## src/rtl/wb_port_arbiter.sv

```systemverilog
// wb_port_arbiter: shares the single register-file write port between the
// in-order pipeline writeback path and a long-latency unit.
//
// Long-latency results are queued in a small in-order FIFO. When the FIFO is
// full it owns the port and the pipeline is stalled. Otherwise the pipeline
// has priority and the FIFO drains on idle pipeline cycles. A 32-bit
// scoreboard tracks destinations with outstanding long-latency results.
//
// Ports:
//   clk, reset        clock, synchronous active-high reset
//   pipe_valid_i      pipeline writeback request
//   pipe_rd_i         pipeline destination register
//   pipe_data_i       pipeline writeback data
//   pipe_stall_o      pipeline request refused this cycle (comb)
//   lu_issue_i        long-latency op issued this cycle
//   lu_issue_rd_i     destination of the issued op
//   lu_valid_i        long-latency result offered
//   lu_rd_i           long-latency result destination
//   lu_data_i         long-latency result data
//   lu_ready_o        FIFO can accept a result (comb)
//   rf_we_o           register-file write enable (registered)
//   rf_rd_o           register-file write address (registered)
//   rf_data_o         register-file write data (registered)
//   busy_o            scoreboard, bit r = result for xr outstanding (registered)
module wb_port_arbiter #(
  parameter int unsigned DWIDTH = 32,
  parameter int unsigned DEPTH  = 2
) (
  input  logic              clk,
  input  logic              reset,
  input  logic              pipe_valid_i,
  input  logic [4:0]        pipe_rd_i,
  input  logic [DWIDTH-1:0] pipe_data_i,
  output logic              pipe_stall_o,
  input  logic              lu_issue_i,
  input  logic [4:0]        lu_issue_rd_i,
  input  logic              lu_valid_i,
  input  logic [4:0]        lu_rd_i,
  input  logic [DWIDTH-1:0] lu_data_i,
  output logic              lu_ready_o,
  output logic              rf_we_o,
  output logic [4:0]        rf_rd_o,
  output logic [DWIDTH-1:0] rf_data_o,
  output logic [31:0]       busy_o
);

  localparam int unsigned RW    = 5;
  localparam int unsigned PTR_W = (DEPTH > 1) ? $clog2(DEPTH) : 1;
  localparam int unsigned CNT_W = $clog2(DEPTH + 1);

  // One buffered long-latency result.
  typedef struct packed {
    logic [RW-1:0]     rd;
    logic [DWIDTH-1:0] data;
  } wb_entry_t;

  wb_entry_t         fifo_mem [DEPTH];
  wb_entry_t         head;
  logic [PTR_W-1:0]  wr_ptr;
  logic [PTR_W-1:0]  rd_ptr;
  logic [CNT_W-1:0]  count;

  logic              full;
  logic              nonempty;
  logic              push;
  logic              grant_fifo;
  logic              grant_pipe;
  logic [RW-1:0]     gnt_rd;
  logic [DWIDTH-1:0] gnt_data;
  logic [31:0]       busy_nxt;

  assign head     = fifo_mem[rd_ptr];
  assign full     = (count == CNT_W'(DEPTH));
  assign nonempty = (count != '0);

  assign lu_ready_o   = (count < CNT_W'(DEPTH));
  assign pipe_stall_o = pipe_valid_i & full;
  assign push         = lu_valid_i & lu_ready_o;

  // Port arbitration on the registered occupancy: full FIFO first, then pipe.
  always_comb begin
    grant_fifo = 1'b0;
    grant_pipe = 1'b0;
    gnt_rd     = '0;
    gnt_data   = '0;
    if (full) begin
      grant_fifo = 1'b1;
    end else if (pipe_valid_i) begin
      grant_pipe = 1'b1;
    end else if (nonempty) begin
      grant_fifo = 1'b1;
    end
    if (grant_fifo) begin
      gnt_rd   = head.rd;
      gnt_data = head.data;
    end else if (grant_pipe) begin
      gnt_rd   = pipe_rd_i;
      gnt_data = pipe_data_i;
    end
  end

  // Scoreboard update: clear on FIFO grant, then set on issue so set wins.
  always_comb begin
    busy_nxt = busy_o;
    if (grant_fifo) begin
      busy_nxt[head.rd] = 1'b0;
    end
    if (lu_issue_i && (lu_issue_rd_i != '0)) begin
      busy_nxt[lu_issue_rd_i] = 1'b1;
    end
    busy_nxt[0] = 1'b0;
  end

  // FIFO storage; entries are invalidated by pointer/count reset, not cleared.
  always_ff @(posedge clk) begin
    if (push) begin
      fifo_mem[wr_ptr] <= '{rd: lu_rd_i, data: lu_data_i};
    end
  end

  // FIFO pointers and occupancy; DEPTH is a power of two so pointers wrap.
  always_ff @(posedge clk) begin
    if (reset) begin
      wr_ptr <= '0;
      rd_ptr <= '0;
      count  <= '0;
    end else begin
      if (push) begin
        wr_ptr <= wr_ptr + PTR_W'(1);
      end
      if (grant_fifo) begin
        rd_ptr <= rd_ptr + PTR_W'(1);
      end
      case ({push, grant_fifo})
        2'b10:   count <= count + CNT_W'(1);
        2'b01:   count <= count - CNT_W'(1);
        default: count <= count;
      endcase
    end
  end

  // Registered write port; address/data hold when nothing is granted.
  always_ff @(posedge clk) begin
    if (reset) begin
      rf_we_o   <= 1'b0;
      rf_rd_o   <= '0;
      rf_data_o <= '0;
      busy_o    <= '0;
    end else begin
      rf_we_o <= (grant_fifo | grant_pipe) & (gnt_rd != '0);
      if (grant_fifo | grant_pipe) begin
        rf_rd_o   <= gnt_rd;
        rf_data_o <= gnt_data;
      end
      busy_o <= busy_nxt;
    end
  end

endmodule

```

## config.mk

```make
export PLATFORM = sky130hd
export DESIGN_NAME = wb_port_arbiter
export DESIGN_NICKNAME = d
export VERILOG_FILES = /design/src/rtl/wb_port_arbiter.sv
export SDC_FILE = /design/constraint.sdc
export NUM_CORES = 1
export LEC_CHECK = 0
export CORE_MARGIN = 3
export CORE_UTILIZATION = 48
export DETAILED_ROUTE_END_ITERATION = 8
export PLACE_DENSITY_LB_ADDON = 0.25
export SLEW_MARGIN = 40
export SYNTH_ARGS = -nofsm -noshare
export SYNTH_HDL_FRONTEND = slang
export SYNTH_SLANG_ARGS = --single-unit
```

## constraint.sdc

```tcl
create_clock -name clk -period 3.2 [get_ports clk]
set_clock_uncertainty 0.15 [all_clocks]
set_input_delay 0.64 -clock clk [delete_from_list [all_inputs] [get_ports clk]]
set_output_delay 0.64 -clock clk [all_outputs]
set_load 0.05 [all_outputs]
```

==> key figures, run 1 <==
Outcome
  • Status: completed

Global route
  • First-pass GRT wire length: about 22000 um
  • Total GRT Usage: approximately 22%
  • Antenna violations before repair: 0
  • Congestion Overflow GR: 0
  • Vias in the first global route: 4436
  • Largest net degree at the start of global routing: 75

Routing
  • Antenna Nets Post-Route: 0
  • Via/cell ratio: approximately 5.5
  • Drt pass-1 iters: 5
  • WL per Instance: 18.1 um
  • Via Count: about 4400
  • Starting DRT DRC Count: 344
  • Final WL: 14400 um
  • # DRC: 0

Clock network
  • Sink Count: 148
  • Hold_buf cts: 0
  • CTS H-tree depth: 4
  • Worst-path clk slew: ~60 ps
  • Post-CTS Setup Repair Bufs: 0
  • Cts repair resizes: 0
  • Clock Tree Buf Depth: 2
  • Total CTS buffers: 17
  • CTS tree: done
  • Clock Root Buffer: clkbuf_16
  • Worst skew pair latency: 410 ps

Worst setup path
  • CP Capture Type: output port
  • Worst Path Class, Setup: primary input to output port
  • CP max FO: 6
  • CP arrival: roughly 1700 ps
  • Critical path required time: about 2400 ps
  • Worst Setup Start Kind: primary input
  • Worst reg2reg setup slack: 1060 ps

Floorplan
  • Die height: between 100 and 150 um
  • Initial core utilization: 50.0%
  • FP Rows: 39
  • Die Area: 13500 um2
  • Core area: 11600 um2
  • Top-Level Pins: roughly 160
  • Die W: 116 um

Finish
  • Most frequent cells in the layout: clkdlybuf4s50_1 (152), edfxtp_1 (74), dfxtp_1 (73)
  • Register area: 3700 um2
  • Multi-input gate area in the final layout: 1970 um2
  • Layout cells sized above 1: 13.5%
  • Antenna cell count: 0
  • Synthesis-to-finish area growth: 39.7%
  • Commonest non-fill, non-tap cell in the layout: clkdlybuf4s50_1
  • Final net count: between 700 and 800
  • Layout fillers: 827

Placed design
  • IO Port Bufs: approximately 150
  • Routability-driven placement congestion ratio: 0.792
  • Placement Setup Slack: around 620 ps
  • Detail Placement HPWL: 9840 um

Synth
  • Async SR Flop Fraction: 0%
  • Post-synthesis compound-gate area fraction: between 10% and 20%
  • Sequential share of the synthesized area: ~64%
  • Synthesized-area fraction occupied by adder cells: 0.215%
  • Synth Area per Inst: 12.1 um2
  • Largest family of logic cells by synthesized area: compound AO/OA/AOI/OAI gates
  • EDFF count, synth: 74
  • Cells after Synth: roughly 480
  • Synth Area in Simple Gates: 10.0%
  • Post-synthesis mux area share: 7.92%
  • Post-synthesis cell type count: 38
  • FF+latch count, synth: 148
  • Synth Warn #: 0
  • Cell Area, Synth: 5810 um2
  • Main flop type after synthesis: edfxtp_1
  • Xor/xnor share of the synthesized area: 0.603%
  • Syn Nets: 566

STA
  • Period Utilization, post-route: 79.2%
  • TNS Setup: 0 ps
  • RSZ-0062 raised after global routing: false
  • Max_slew headroom: 46.1%
  • Slew @ Worst Pin: 809 ps
  • Final setup fails: 0
  • Fmax achieved: 395 MHz
  • Fin worst setup slack: roughly 670 ps
  • Tmin final: around 2500 ps
  • Final hold vios: 0
  • Slew Limit Fails: 0

Power and ir drop
  • Pwr Density: 790 nW/um2
  • Lkg Pwr: between 2 and 3 nW
  • Max IR drop VDD: around 0.00048 V

Flow run
  • Max-Cap Viols: 0

Worst hold path
  • Worst hold-check path type: flop to flop
[cell families after synthesis]
| kind of cell | after synthesis |
|---|---|
| other | 1 |
| muxes | 41 |
| AOI/OAI and AO/OA | 146 |
| and+or+nand+nor | 111 |
| xor gates and xnor gates | 4 |
| adders and majority gates | 1 |
| buffers and inverters | 29 |
| DFF | 148 |
[final timing paths]
kind	startpoint	to	cells after the start
max reg2reg	flop	busy_o[21]	4
min reg2reg	rf_data_o[27]	rf_data_o[27]	2
min	rf_data_o[27]	rf_data_o[27]	2
max	pipe_valid_i	pipe_stall_o	3
[final cells by class]
cell class,instances,share of cell area (%)
flip-flops and latches,148,45.6
multi-input cells,304,24.3
repair buffers,164,20.4
clock buffers,22,5.72
well taps,143,2.20
clock inverters,10,1.60
inverters,2,0.0925
[registers in the layout, summed over array words and instances, names as in the netlist, named ones only]
signal,cells
fifo_mem,74
rf_data_o,32
busy_o,31
rf_rd_o,5
count,2
rd_ptr,1
rf_we_o,1
wr_ptr,1
[power by group]
group / internal [mW] / switching [mW]
logic: 0.776 / 1.18
registers: 2.30 / 0.180
clock network: 1.26 / 0.725
[cell usage after synthesis (2+ instances only)]
cell type | number | area (um2)
dfxtp_1 | 74 | 1480
edfxtp_1 | 74 | 2220
o21ai_0 | 43 | 215
a21oi_1 | 40 | 200
nand2_1 | 40 | 150
a22oi_1 | 37 | 278
mux2_2 | 36 | 405
nor2b_1 | 34 | 213
o21ai_1 | 20 | 100
buf_2 | 16 | 80.1
nand3_1 | 11 | 55.1
nor2_1 | 8 | 30.0
clkbuf_1 | 5 | 18.8
buf_6 | 4 | 45.0
mux2i_1 | 4 | 40.0
or3_1 | 4 | 25.0
nand3b_1 | 3 | 22.5
inv_1 | 2 | 7.51
nand2b_1 | 2 | 12.5
o211ai_1 | 2 | 15.0
o31ai_1 | 2 | 15.0
or3b_2 | 2 | 17.5
xnor2_1 | 2 | 17.5
xor2_1 | 2 | 17.5
[stage by stage]
| stage | instance area (um2) | power, mW | cells | hold WS [ps] | utilization, % |
|---|---|---|---|---|---|
| floorplan | 5810 | 3.81 | 481 | 331 | - |
| global placement | 7520 | 4.41 | 761 | 291 | 64.8 |
| detailed placement | 7520 | 4.48 | 761 | 296 | 64.8 |
| CTS | 8120 | 6.46 | 793 | 304 | 69.9 |
| global route | 8120 | 6.69 | 793 | 320 | 69.9 |
| finish | 8120 | 6.42 | 793 | 303 | 69.9 |
[layer usage]
metal | vias to the layer above | part of all wire [%] | global-route usage (%)
met5 | - | 0 | 0
li1 | 2084 | - | -
met3 | 20 | 6.8 | 5.74
met1 | 2091 | 41 | 26.5
met2 | 179 | 51 | 36.7
met4 | 0 | 1.7 | 8.51
[worst max-delay path, stage by stage]
cell	delay, ps
clkdlybuf4s50_1	700
and2_1	250
buf_12	150
(Power assumes the default switching activity.)
==> run 2: changes to the inputs <==
--- a/config.mk
+++ b/config.mk
@@ -6,7 +6,7 @@
 export NUM_CORES = 1
 export LEC_CHECK = 0
 export CORE_MARGIN = 3
-export CORE_UTILIZATION = 48
+export CORE_UTILIZATION = 44
 export DETAILED_ROUTE_END_ITERATION = 8
 export PLACE_DENSITY_LB_ADDON = 0.25
 export SLEW_MARGIN = 40
==> constraint.sdc (replaced) <==
create_clock -name clk -period 2.1 [get_ports clk]
set_clock_uncertainty 0.15 [all_clocks]
set_input_delay 0.42 -clock clk [delete_from_list [all_inputs] [get_ports clk]]
set_output_delay 0.42 -clock clk [all_outputs]
set_load 0.05 [all_outputs]
==> run 2 against run 1 <==
Worst hold slack worse by 37 ps. Core utilization shrank 6.5 points. Largest cell class unchanged. Sequential share of layout area is 0.17 points higher. Non-clock buffer count is 14 higher. Critical endpoint unchanged. Final area is 0.29% lower. Sequential power is 49% higher. Clock-buffer cell count up 2.
==> key figures, run 2 (synthesis results as in run 1) <==
Outcome
  • Status: completed

Floorplan
  • Initial core utilization: 45.5% (-4.5 points)
  • Die W: 121 um (+4.2%)
  • FP Rows: 41 (+5.1%)
  • Top-Level Pins: 156 (unchanged)
  • Core area: 12800 um2 (+10%)
  • Die Area: 14600 um2 (+8.6%)
  • Die height: 121 um (+4.2%)

Placed design
  • IO Port Bufs: 154 (unchanged)
  • Routability-driven placement congestion ratio: 0.818 (+3.2%)
  • Placement Setup Slack: -141 ps (-757 ps)
  • Detail Placement HPWL: 10500 um (+6.6%)
  • Post-DP Area: 7620 um2 (+1.3%)

Finish
  • Largest regs: fifo_mem x74, rf_data_o x32, busy_o x31
  • Most frequent cells in the layout: clkdlybuf4s50_1 (82), edfxtp_1 (74), dfxtp_1 (71)
  • Layout cells sized above 1: 17.5% (+4.0 points)
  • Final net count: 736 (+1.9%)
  • Commonest non-fill, non-tap cell in the layout: clkdlybuf4s50_1
  • Most flop-heavy register: fifo_mem
  • Max reg flops: 74 (unchanged)
  • Final Cell Area: 8090 um2 (-0.29%)
  • Antenna cell count: 0 (unchanged)
  • Synthesis-to-finish area growth: 39.3%

Power and ir drop
  • Sw frac: 33.6% (+1.1 points)
  • Sequential power share: 39.0% (+0.4 points)
  • Pwr Density: 1170 nW/um2 (+48%)
  • Clock power share: 28.9% (-2.0 points)
  • Pwr Total: 9.50 mW (+48%)
  • Internal power: 6.31 mW (+46%)
  • NetSw: 3.19 mW (+53%)
  • Max IR drop VDD: 0.000575 V (+21%)
  • Logic pwr share: 32.1% (+1.6 points)
  • Lkg Pwr: 3.09 nW (+10%)

Clock network
  • Total CTS buffers: 17 (unchanged)
  • Post-CTS Setup Repair Bufs: 0 (unchanged)
  • CTS H-tree depth: 4 (unchanged)
  • Hold_buf cts: 0 (unchanged)
  • Worst skew pair latency: 420 ps (about the same)
  • Cts repair resizes: 56 (+56)
  • Clock Tree Buf Depth: 2 (unchanged)
  • Clock Root Buffer: clkbuf_16
  • Worst-path clk slew: 60 ps (about the same)
  • Sink Count: 148 (unchanged)
  • CTS tree: done

Routing
  • Starting DRT DRC Count: 279 (-19%)
  • Via Count: 4480 (+2.4%)
  • Via/cell ratio: 5.37 (-2.7%)
  • Final WL: 14900 um (+3.7%)
  • WL per Instance: 17.8 um (-1.5%)
  • Drt pass-1 iters: 4 (-1)
  • # DRC: 0 (unchanged)
  • Antenna Nets Post-Route: 0 (unchanged)

STA
  • Final setup fails: 0 (unchanged)
  • Fmax achieved: around 490 MHz
  • Tmin final: 2040 ps
  • Slew Limit Fails: 0 (unchanged)
  • Period Utilization, post-route: 97.4%
  • Hold slack: 266 ps (-36.8 ps)
  • Max_slew headroom: 58.5% (+12 points)
  • TNS Setup: 0 ps (unchanged)
  • Slew @ Worst Pin: 623 ps (-185 ps)
  • Final hold vios: 0 (unchanged)
  • Fin worst setup slack: 55.4 ps (-610 ps)
  • RSZ-0062 raised after global routing: false

Worst hold path
  • Hold Startpoint: reset
  • Hold path cells: 4 (+2)
  • Worst hold-check path type: primary input to flop
  • Hold worst-path end: busy_o[31]

Flow run
  • Max-Cap Viols: 0 (unchanged)

Worst setup path
  • Critical path required time: 1530 ps (-880 ps)
  • Worst Setup Start Kind: flop
  • R2r endpoint: rf_data_o[4]
  • CP arrival: 1470 ps (-270 ps)
  • CP max FO: 5 (-1)
  • CP Capture Type: output port
  • Worst Path Class, Setup: flop to output port
  • Worst reg2reg setup slack: 270 ps (-790 ps)
  • Reg2Reg Depth: 5 (+1)
  • CP Launch Point: count[0]

Global route
  • Congestion Overflow GR: 0 (unchanged)
  • Vias in the first global route: 4545 (+2.5%)
  • Antenna violations before repair: 0 (unchanged)
  • First-pass GRT wire length: 23200 um (+3.8%)
  • Total GRT Usage: 20.8% (-0.87 points)
  • Largest net degree at the start of global routing: 55 (-27%)
## run 2: metal layers
layer | vias up | GRT usage (%) | share of wire, %
met5 | - | 0 | 0
met4 | 0 | 10.4 | 2.7
met3 | 30 | 7.37 | 8.6
met2 | 185 | 34.0 | 49
met1 | 2149 | 24.2 | 40
li1 | 2116 | - | -
## run 2: power by group through the flow
stage	registers, mW	logic, mW	clock network [mW]
detailed placement	3.77	3.15	0
finish	3.70	3.05	2.75
global placement	3.74	3.08	0
floorplan	4.32	1.49	0
global route	3.75	3.26	2.93
CTS	3.71	3.08	2.79
## run 2: through the flow
step | util (%) | cells
after floorplan | - | 481
after global placement | 59.7 | 804
after detailed placement | 59.7 | 804
after CTS | 63.4 | 835
after global routing | 63.4 | 835
final | 63.4 | 835
## run 2: cell type report
type                       instances  area, um2
tap                              172        215
clock inverter                     7       56.3
timing repair buffer             178       1660
clock buffer                      24        472
inverter                           2       7.51
sequential                       148       3710
multi-input combinational        304       1980
fill                            1010       4680
## run 2: critical path, cell delays in order, from the launching register on
cell and delay (ps):
dfxtp_2 360, buf_4 170, nor2b_4 200, and2_4 190, buf_12 130
## run 2: how the worst max path moves through the flow
stage	to	slack [ps]	cells after the start
3_5_place_dp	count[1]	-140	5
6_report	pipe_stall_o	60	4
4_1_cts	pipe_stall_o	7	3
5_1_grt	pipe_stall_o	6	4
3_3_place_gp	flop	-50	5
2_1_floorplan	fifo_mem[0][0]	40	3
==> run 3: changes to the inputs <==
--- a/config.mk
+++ b/config.mk
@@ -9,6 +9,7 @@
 export CORE_UTILIZATION = 44
 export DETAILED_ROUTE_END_ITERATION = 8
 export PLACE_DENSITY_LB_ADDON = 0.25
+export SETUP_SLACK_MARGIN = 0.2
 export SLEW_MARGIN = 40
 export SYNTH_ARGS = -nofsm -noshare
 export SYNTH_HDL_FRONTEND = slang
==> run 3 against run 2 <==
Core utilization rose by 1.6 points. Non-clock buffer count rose by 5. Wire length rose by 1.9%. Clock power rose by 11%. Power rose by 4.6%. Via count rose by 1.0%. Final area rose by 2.5%. Cell count rose by 0.72%. Worst hold slack got worse by 16 ps. Setup slack improved by 150 ps.
==> key figures, run 3 (synthesis results as in run 1) <==
Clock network
  • CTS tree: done
  • Clock Tree Buf Depth: 2 (unchanged)
  • Hold_buf cts: 0 (unchanged)
  • Sink Count: 148 (unchanged)
  • CTS H-tree depth: 4 (unchanged)
  • Worst skew pair latency: 420 ps (about the same)
  • Total CTS buffers: 17 (unchanged)
  • Clock Root Buffer: clkbuf_16
  • Worst-path clk slew: 60 ps (about the same)

Worst setup path
  • CP arrival: 1320 ps (-150 ps)
  • Reg2Reg Depth: 6 (+1)
  • CP max FO: 4 (-1)
  • Worst Setup Start Kind: flop
  • Slowest-stage cell, CP: dfxtp_4
  • Crit path buffers/inverters: 2 (unchanged)
  • Critical path required time: 1530 ps (about the same)
  • Worst reg2reg setup slack: 310 ps (+40 ps)
  • CP Capture Type: output port
  • RR Startpoint: count[0]
  • CP delay by family, top: flip-flops
  • Critical path cell sequence: buf_6 > nor2b_4 > and2_4 > buf_12
  • R2r endpoint: busy_o[12]
  • Worst Path Class, Setup: flop to output port
  • Max incr delay on CP: 350 ps (about the same)
  • CP Launch Point: count[0]

STA
  • TNS Setup: 0 ps (unchanged)
  • Slew @ Worst Pin: 604 ps (-19.6 ps)
  • Max_slew headroom: 59.8% (+1.3 points)
  • Period Utilization, post-route: 90.1% (-7.2 points)
  • Final hold vios: 0 (unchanged)
  • Fmax achieved: 528 MHz (+8.0%)
  • Slew Limit Fails: 0 (unchanged)
  • RSZ-0062 raised after global routing: true
  • Final setup fails: 0 (unchanged)
  • Hold slack: 250 ps (-16.3 ps)
  • Tmin final: 1890 ps (-152 ps)

Routing
  • Antenna Nets Post-Route: 0 (unchanged)
  • Drt pass-1 iters: 5 (+1)
  • Final WL: 15200 um (+1.9%)
  • Starting DRT DRC Count: 290 (+3.9%)
  • Via Count: 4526 (+1.0%)
  • WL per Instance: 18.0 um (+1.1%)
  • Via/cell ratio: 5.38 (+0.31%)
  • # DRC: 0 (unchanged)

Global route
  • Congestion Overflow GR: 0 (unchanged)
  • Grt met2 use: 34.7% (+0.69 points)
  • GR Util met3: 7.74% (+0.37 points)
  • Antenna violations before repair: 1 (+1)
  • Vias in the first global route: 4764 (+4.8%)
  • Total GRT Usage: 20.9% (+0.088 points)
  • Largest net degree at the start of global routing: 55 (unchanged)
  • First-pass GRT wire length: 23400 um (+1.2%)
  • M1 GR Usage: 23.9% (-0.29 points)
  • GR peak layer: met2

Worst hold path
  • Worst hold-check path type: primary input to flop
  • Hold Startpoint: reset
  • Hold path cells: 4 (unchanged)
  • Hold worst-path end: busy_o[31]

Floorplan
  • Core area: 12800 um2 (unchanged)
  • FP Rows: 41 (unchanged)
  • Die height: 121 um (unchanged)
  • Die Area: 14600 um2 (unchanged)
  • Die W: 121 um (unchanged)
  • Initial core utilization: 45.5% (unchanged)
  • Top-Level Pins: 156 (unchanged)

Power and ir drop
  • Internal power: 6.67 mW (+5.7%)
  • Logic pwr share: 31.9% (-0.2 points)
  • Pwr Density: 1200 nW/um2 (+2.1%)
  • Lkg Pwr: 3.13 nW (+1.3%)
  • Sequential power share: 37.5% (-1.5 points)
  • Max IR drop VDD: 0.000680 V (+18%)
  • Pwr Total: 9.93 mW (+4.6%)
  • Clock power share: 30.6% (+1.7 points)
  • Sw frac: 32.9% (-0.72 points)
  • NetSw: 3.26 mW (+2.4%)

Finish
  • Most flop-heavy register: fifo_mem
  • Layout Cells excl Fill: 841 (+0.72%)
  • Final net count: 741 (+0.68%)
  • Layout cells sized above 1: 19.9% (+2.4 points)
  • Max reg flops: 74 (unchanged)
  • Largest regs: fifo_mem x74, rf_data_o x32, busy_o x31
  • Most frequent cells in the layout: clkdlybuf4s50_1 (81), edfxtp_1 (74), dfxtp_1 (71)
  • Synthesis-to-finish area growth: 42.7%
  • Commonest non-fill, non-tap cell in the layout: clkdlybuf4s50_1
  • Antenna cell count: 0 (unchanged)

Placed design
  • Detail Placement HPWL: 10500 um (-0.32%)
  • IO Port Bufs: 154 (unchanged)
  • Routability-driven placement congestion ratio: 0.787 (-3.8%)
  • Placed Cells: 803 (-0.12%)

Flow run
  • Max-Cap Viols: 0 (unchanged)

Outcome
  • Status: completed
## run 3: per-stage QoR
step           utilization (%)  worst slack [ps]  cell area [um2]
6_report                  64.9               207             8300
3_3_place_gp              59.9             -18.4             7650
3_5_place_dp              59.9              -115             7650
2_1_floorplan                -               209             5830
4_1_cts                   64.3              41.3             8210
5_1_grt                   64.9               150             8300
## run 3: worst register-to-register path, stage by stage (launching register included)
cell     delay [ps]
dfxtp_4         350
buf_6           130
buf_4           130
nor2b_1         150
o22ai_1         470
o21ai_0         220
o21ai_0         120
## run 3: layout make-up
cell class              instances  area [um2]
fillers                       988        4480
flip-flops and latches        148        3710
multi-input cells             304        2000
repair buffers                183        1740
clock buffers                  28         592
well taps                     172         215
clock inverters                 4        25.0
inverters                       2        11.3
## run 3: how the worst max path moves through the flow
| stage | to | slack (ps) | depth (start not counted) |
|---|---|---|---|
| 3_3_place_gp | count[1] | -20 | 5 |
| 2_1_floorplan | count[1] | 210 | 5 |
| 3_5_place_dp | count[1] | -110 | 6 |
| 5_1_grt | pipe_stall_o | 150 | 4 |
| 6_report | pipe_stall_o | 210 | 4 |
| 4_1_cts | pipe_stall_o | 40 | 4 |
## run 3: timing repair
action,4_1_cts,5_1_grt
gates resized for setup,56,27
hold endpoints to repair,0,0
buffers inserted,0,6
endpoints found under the setup margin,54,27
## run 3: power groups by stage
| stage | clock [mW] | sequential (mW) | combinational, mW |
|---|---|---|---|
| 6_report | 3.04 | 3.73 | 3.17 |
| 5_1_grt | 3.21 | 3.78 | 3.37 |
| 4_1_cts | 3.08 | 3.72 | 3.09 |
| 3_5_place_dp | 0 | 3.78 | 3.16 |
| 3_3_place_gp | 0 | 3.75 | 3.08 |
| 2_1_floorplan | 0 | 4.33 | 1.50 |
## run 3: per-layer routing
layer | vias up | wire length (um)
li1 | 2126 | -
met1 | 2173 | 5910
met2 | 196 | 7550
met3 | 29 | 1380
met4 | 2 | 331
met5 | - | 7
